### config.mk
export PLATFORM = sky130hd
export DESIGN_NAME = apb_timer_cfg_arb
export DESIGN_NICKNAME = d
export VERILOG_FILES = /design/src/rtl/apb_timer_pkg.sv /design/src/rtl/rr_arb2.sv /design/src/rtl/apb_timer_cfg_arb.sv
export SDC_FILE = /design/constraint.sdc
export NUM_CORES = 1
export LEC_CHECK = 0
export CAP_MARGIN = 10
export CORE_UTILIZATION = 39
export CTS_CLUSTER_SIZE = 28
export DETAILED_ROUTE_END_ITERATION = 10
export GPL_TIMING_DRIVEN = 0
export PLACE_DENSITY_LB_ADDON = 0.25
export SLEW_MARGIN = 10
export SYNTH_ARGS = -nofsm -noshare
export SYNTH_HDL_FRONTEND = slang
export SYNTH_SLANG_ARGS = --single-unit
export TNS_END_PERCENT = 50
### constraint.sdc
create_clock -name pclk -period 2.2 [get_ports pclk]
set_input_delay 0.44 -clock pclk [delete_from_list [all_inputs] [get_ports pclk]]
set_output_delay 0.44 -clock pclk [all_outputs]
set_load 0.1 [all_outputs]
### src/rtl/apb_timer_pkg.sv
// Shared types and timer register map for the APB timer config arbiter.
package apb_timer_pkg;

    localparam int ADDR_W_DEF = 10;

    typedef enum logic [1:0] {
        IDLE,
        SETUP,
        ACCESS
    } state_e;

    localparam logic [ADDR_W_DEF-1:0] CTRL      = 10'h000;
    localparam logic [ADDR_W_DEF-1:0] VALUE     = 10'h001;
    localparam logic [ADDR_W_DEF-1:0] RELOAD    = 10'h002;
    localparam logic [ADDR_W_DEF-1:0] INTSTATUS = 10'h003;

endpackage

### src/rtl/rr_arb2.sv
// Two-input round-robin grant; the last winner only moves on an accepted grant.
module rr_arb2 (
    input  logic pclk,
    input  logic preset,
    input  logic v0,
    input  logic v1,
    input  logic en,
    output logic g0,
    output logic g1
);

    logic last;

    // last=1 after reset so requester 0 wins the first contest
    assign g0 = v0 & (~v1 | last);
    assign g1 = v1 & (~v0 | ~last);

    always_ff @(posedge pclk) begin
        if (preset) begin
            last <= 1'b1;
        end else if (en) begin
            last <= g1;
        end
    end

endmodule

### src/rtl/apb_timer_cfg_arb.sv
// APB master shared between a CPU port and a reload sequencer, with
// round-robin arbitration and a bounded pready wait.
module apb_timer_cfg_arb
    import apb_timer_pkg::*;
#(
    parameter int TIMEOUT_CYC = 16,
    parameter int ADDR_W      = ADDR_W_DEF
) (
    input  logic              pclk,
    input  logic              preset,
    input  logic              req0_valid,
    input  logic              req0_write,
    input  logic [ADDR_W-1:0] req0_addr,
    input  logic [31:0]       req0_wdata,
    output logic              req0_ready,
    input  logic              req1_valid,
    input  logic              req1_write,
    input  logic [ADDR_W-1:0] req1_addr,
    input  logic [31:0]       req1_wdata,
    output logic              req1_ready,
    output logic              rsp0_valid,
    output logic              rsp1_valid,
    output logic [31:0]       rsp_rdata,
    output logic              rsp_err,
    output logic              psel,
    output logic              penable,
    output logic              pwrite,
    output logic [ADDR_W-1:0] paddr,
    output logic [31:0]       pwdata,
    input  logic [31:0]       prdata,
    input  logic              pready,
    input  logic              pslverr
);

    localparam int CW = (TIMEOUT_CYC > 0) ? $clog2(TIMEOUT_CYC + 1) : 1;
    localparam logic [CW-1:0] TMAX = CW'(TIMEOUT_CYC);

    state_e        state;
    state_e        state_nxt;
    logic          g0;
    logic          g1;
    logic          acc0;
    logic          acc1;
    logic          acc;
    logic          owner;
    logic [CW-1:0] cnt;
    logic [CW-1:0] cnt_inc;
    logic          hit;
    logic          done;
    logic          abort;

    rr_arb2 u_arb (
        .pclk   (pclk),
        .preset (preset),
        .v0     (req0_valid),
        .v1     (req1_valid),
        .en     (acc),
        .g0     (g0),
        .g1     (g1)
    );

    assign req0_ready = (state == IDLE) & g0;
    assign req1_ready = (state == IDLE) & g1;
    assign acc0       = req0_valid & req0_ready;
    assign acc1       = req1_valid & req1_ready;
    assign acc        = acc0 | acc1;

    assign psel    = (state != IDLE);
    assign penable = (state == ACCESS);

    assign cnt_inc = cnt + 1'b1;
    assign hit     = (TIMEOUT_CYC != 0) && (cnt_inc == TMAX);

    always_comb begin
        state_nxt = state;
        done      = 1'b0;
        abort     = 1'b0;
        unique case (state)
            IDLE: begin
                if (acc) state_nxt = SETUP;
            end
            SETUP: begin
                state_nxt = ACCESS;
            end
            ACCESS: begin
                // a ready slave beats the timeout in the same cycle
                if (pready) begin
                    done      = 1'b1;
                    state_nxt = IDLE;
                end else if (hit) begin
                    abort     = 1'b1;
                    state_nxt = IDLE;
                end
            end
            default: begin
                state_nxt = IDLE;
            end
        endcase
    end

    always_ff @(posedge pclk) begin
        if (preset) begin
            state      <= IDLE;
            pwrite     <= 1'b0;
            paddr      <= '0;
            pwdata     <= '0;
            owner      <= 1'b0;
            cnt        <= '0;
            rsp0_valid <= 1'b0;
            rsp1_valid <= 1'b0;
            rsp_rdata  <= '0;
            rsp_err    <= 1'b0;
        end else begin
            state      <= state_nxt;
            rsp0_valid <= (done | abort) & ~owner;
            rsp1_valid <= (done | abort) & owner;
            if (acc) begin
                owner  <= acc1;
                pwrite <= acc1 ? req1_write : req0_write;
                paddr  <= acc1 ? req1_addr  : req0_addr;
                pwdata <= acc1 ? req1_wdata : req0_wdata;
                cnt    <= '0;
            end else if ((state == ACCESS) && !pready) begin
                cnt <= cnt_inc;
            end
            if (done) begin
                rsp_rdata <= pwrite ? '0 : prdata;
                rsp_err   <= pslverr;
            end else if (abort) begin
                rsp_rdata <= '0;
                rsp_err   <= 1'b1;
            end
        end
    end

endmodule
==> summary.md, run 1 <==
| Metric | Value |
|---|---|
| N_diodes | `0` |
| Seq/Total Area, Yosys | `46.0%` |
| DP Wirelength | `between 8000 and 9000 microns` |
| Worst r2r src | `cnt[0]` |
| CTS root buf | `clkbuf_8` |
| Clk buf depth | `2` |
| Via count | `around 3,500` |
| Number of instances in the placed design | `roughly 700` |
| Multiplexer share of the synthesized area | `11.4%` |
| Clock slew at reported path FFs | `0.09 ns` |
| Hold buffers post-CTS | `0` |
| Vias in the first global route | `3,548` |
| CTS tree | `yes` |
| Slew @ Worst Pin | `roughly 1.0 ns` |
| Final worst slack | `0.0840 ns` |
| Post-synth net total | `480` |
| Core region area | `9330 sq um` |
| Ys Warns | `0` |
| Initial Utilization | `~41%` |
| Outcome | `completed` |
| Clk_lat worst skew | `0.35 ns` |
| Worst r2r dst | `rsp_err` |
| Count of cell types in the netlist | `36` |
| Fin Setup TNS | `0 ns` |
| Critical path class | `in2out` |
| Vias per inst | `about 5` |
| Drt total wl | `about 11,000 microns` |
| Worst endpoint data arrival time | `roughly 1.7 ns` |
| GR Overflow Total | `0` |
| Syn Inst Count | `354` |
| Antenna-violating nets left | `0` |
| FP Rows | `35` |
| Worst VDD drop | `between 0.4 and 0.5 mV` |
| Utilization after layout | `about two thirds` |
| CTS Buf Count | `9` |
| First-pass GRT wire length | `between 15,000 and 20,000 microns` |
| Async set-reset flop share out of synthesis | `0%` |
| Primary FF master, synth | `dfxtp_1` |
| Remaining DRCs | `0` |
| Die area | `10,100 sq um` |
| Post-Place Setup Slack | `-1.01 ns` |
| Worst clock skew | `between 0.01 and 0.015 ns` |
| CP max FO | `18` |
| Post-Synth XOR/XNOR Area | `under 10%` |
| Htree depth | `3` |
| Pre-Repair DR Iteration Count | `4` |
| CP endpoint kind | `output port` |
| R2R cell count | `7` |
| Hold Fails Final Rpt | `0` |
| Period utilization | `a little over nine tenths` |
| Setup Buffers After CTS | `0` |
| Clock sinks | `87` |
| Simple-gate share of the synthesized area | `4.30%` |
| Synthesized area | `approximately 3800 sq um` |
| RSZ-0062 raised after global routing | `true` |
| Leak | `around 2.7 nW` |
| Critical Path RT | `roughly 1.8 ns` |
| Pwr Density | `about 730 nW/um^2` |
| Layout cell share with drive strength beyond 1 | `a little over a tenth` |
| Final nets | `694` |
| Crit path to | `req1_ready` |
| R2r setup slk | `~0.44 ns` |
| Yosys reg bits | `87` |
| Die Wd | `~100 microns` |
| CP Launch Point | `req1_valid` |
| Initial DRC Count | `104` |
| MaxCap Viol Count | `0` |
| Fmax | `around 0.47 GHz` |
| Finished Layout Cells | `702` |
| Final Max Slew Viols | `0` |
| Initial antenna violation count | `0` |
| GRT Total Usage | `21.3%` |
| Area Growth Syn to Fin | `61.0%` |
| Final setup vio count | `0` |
| Ports | `206` |
| Synth Area in Compound Gates | `approximately 31%` |
| Routed len/inst | `15.3 microns` |
| Die Span Y | `about 100 microns` |
| Routability cong. | `approximately 0.80` |
| Final min period | `2.12 ns` |
| Largest net degree at the start of global routing | `16` |
| Largest family of logic cells by synthesized area | `compound AO/OA/AOI/OAI gates` |
| Hold Path Class | `reg2reg` |
| IO buf count | `a little over 200` |
| Syn avg cell area | `approximately 11 sq um` |
| Post-synth EDFFs | `0` |
| Post-Synth Adder-Cell Area | `0.662%` |
| Relative slew slack | `31.9%` |
| CP Launch Type | `input pin` |
==> cell usage in the layout (no fill, tap or decap), types with 3 or more instances in the layout <==
cell	Yosys	final
clkbuf_8	0	9
buf_2	7	6
o2bb2ai_1	43	43
a211oi_2	28	28
nor2_1	7	6
dfxtp_1	87	87
inv_1	5	5
buf_1	2	3
clkdlybuf4s50_1	0	123
xor2_1	3	3
dlygate4sd2_1	0	78
a211oi_1	4	4
a21oi_1	67	66
buf_12	3	3
mux2i_1	43	43
clkbuf_1	20	19
nand2_1	5	5
==> synthesized netlist by cell type (all sizes together) (3+ instances only) <==
cell,count,area [sq um]
o2bb2ai,43,377
nand2,5,18.8
xor2,3,26.3
clkbuf,20,75.1
a211oi,32,380
nor2,7,26.3
mux2i,43,430
a21oi,67,335
dfxtp,87,1740
buf,13,114
inv,5,18.8
==> power by group <==
group          total, mW  internal [mW]  switching, mW
clock network       1.12          0.534          0.583
logic               1.60          0.460           1.14
registers           1.74           1.68         0.0578
==> through the flow <==
step	power (mW)	hold WS [ns]	cell area [sq um]
after floorplan	2.92	0.416	3790
after global placement	3.44	0.433	6000
after detailed placement	3.46	0.438	6000
after CTS	4.51	0.453	6090
after global routing	4.64	0.481	6090
final	4.46	0.456	6090
==> flip-flops by register name, indices dropped and copies added, names as in the netlist <==
| signal | flops |
|---|---|
| u_arb.last | 1 |
| pwdata | 32 |
| paddr | 10 |
| rsp1_valid | 1 |
| state | 2 |
| rsp_rdata | 32 |
| pwrite | 1 |
| cnt | 5 |
| rsp0_valid | 1 |
| owner | 1 |
| rsp_err | 1 |
==> timing repair <==
| action | CTS | global route |
|---|---|---|
| endpoints found under the setup margin | 82 | 5 |
| endpoints found under the hold margin | 0 | 0 |
| gates resized for setup | 100 | 3 |
==> worst max-delay path, cell delays in order <==
cell and delay [ns]:
clkdlybuf4s50_1 0.55, nand3_1 0.12, buf_6 0.20, inv_1 0.07, buf_4 0.28
==> worst min path at each step <==
stage,from,endpoint,slack [ns],cells after the start
2_1_floorplan,owner,rsp0_valid,0.42,1
3_3_place_gp,owner,rsp0_valid,0.43,1
3_5_place_dp,owner,rsp0_valid,0.44,1
4_1_cts,owner,rsp0_valid,0.45,1
5_1_grt,owner,rsp0_valid,0.48,1
6_report,owner,rsp0_valid,0.46,1
==> cells by family (layout without fill, tap and decap cells) <==
logic type	after synthesis	in the layout
AOI/OAI and AO/OA	150	150
DFF	87	87
muxes	43	43
buffers and inverters	38	257
and+or+nand+nor	29	29
xor gates and xnor gates	5	5
adders and majority gates	2	2
==> per-layer routing <==
layer  wire length [microns]  track usage, %
met4                     127            5.24
met5                       0               0
met1                    4400            24.8
met3                     727            6.52
met2                    5470            38.1
==> final cells by class <==
cell class | instances | area [sq um]
Buffer | 31 | 186
Fill cell | 820 | 3240
Timing Repair Buffer | 205 | 1950
Inverter | 5 | 18.8
Tap cell | 129 | 161
Clock inverter | 6 | 68.8
Clock buffer | 10 | 128
Multi-Input combinational cell | 229 | 1840
Sequential cell | 87 | 1740
(Power assumes the default switching activity.)
==> inputs of run 2 (changes only) <==
--- a/config.mk
+++ b/config.mk
@@ -10,6 +10,7 @@
 export CTS_CLUSTER_SIZE = 28
 export DETAILED_ROUTE_END_ITERATION = 10
 export GPL_TIMING_DRIVEN = 0
+export HOLD_SLACK_MARGIN = 0.02
 export PLACE_DENSITY_LB_ADDON = 0.25
 export SLEW_MARGIN = 10
 export SYNTH_ARGS = -nofsm -noshare
==> results of run 2 <==
The final DEF is identical to that of run 1; final timing and power are the same.
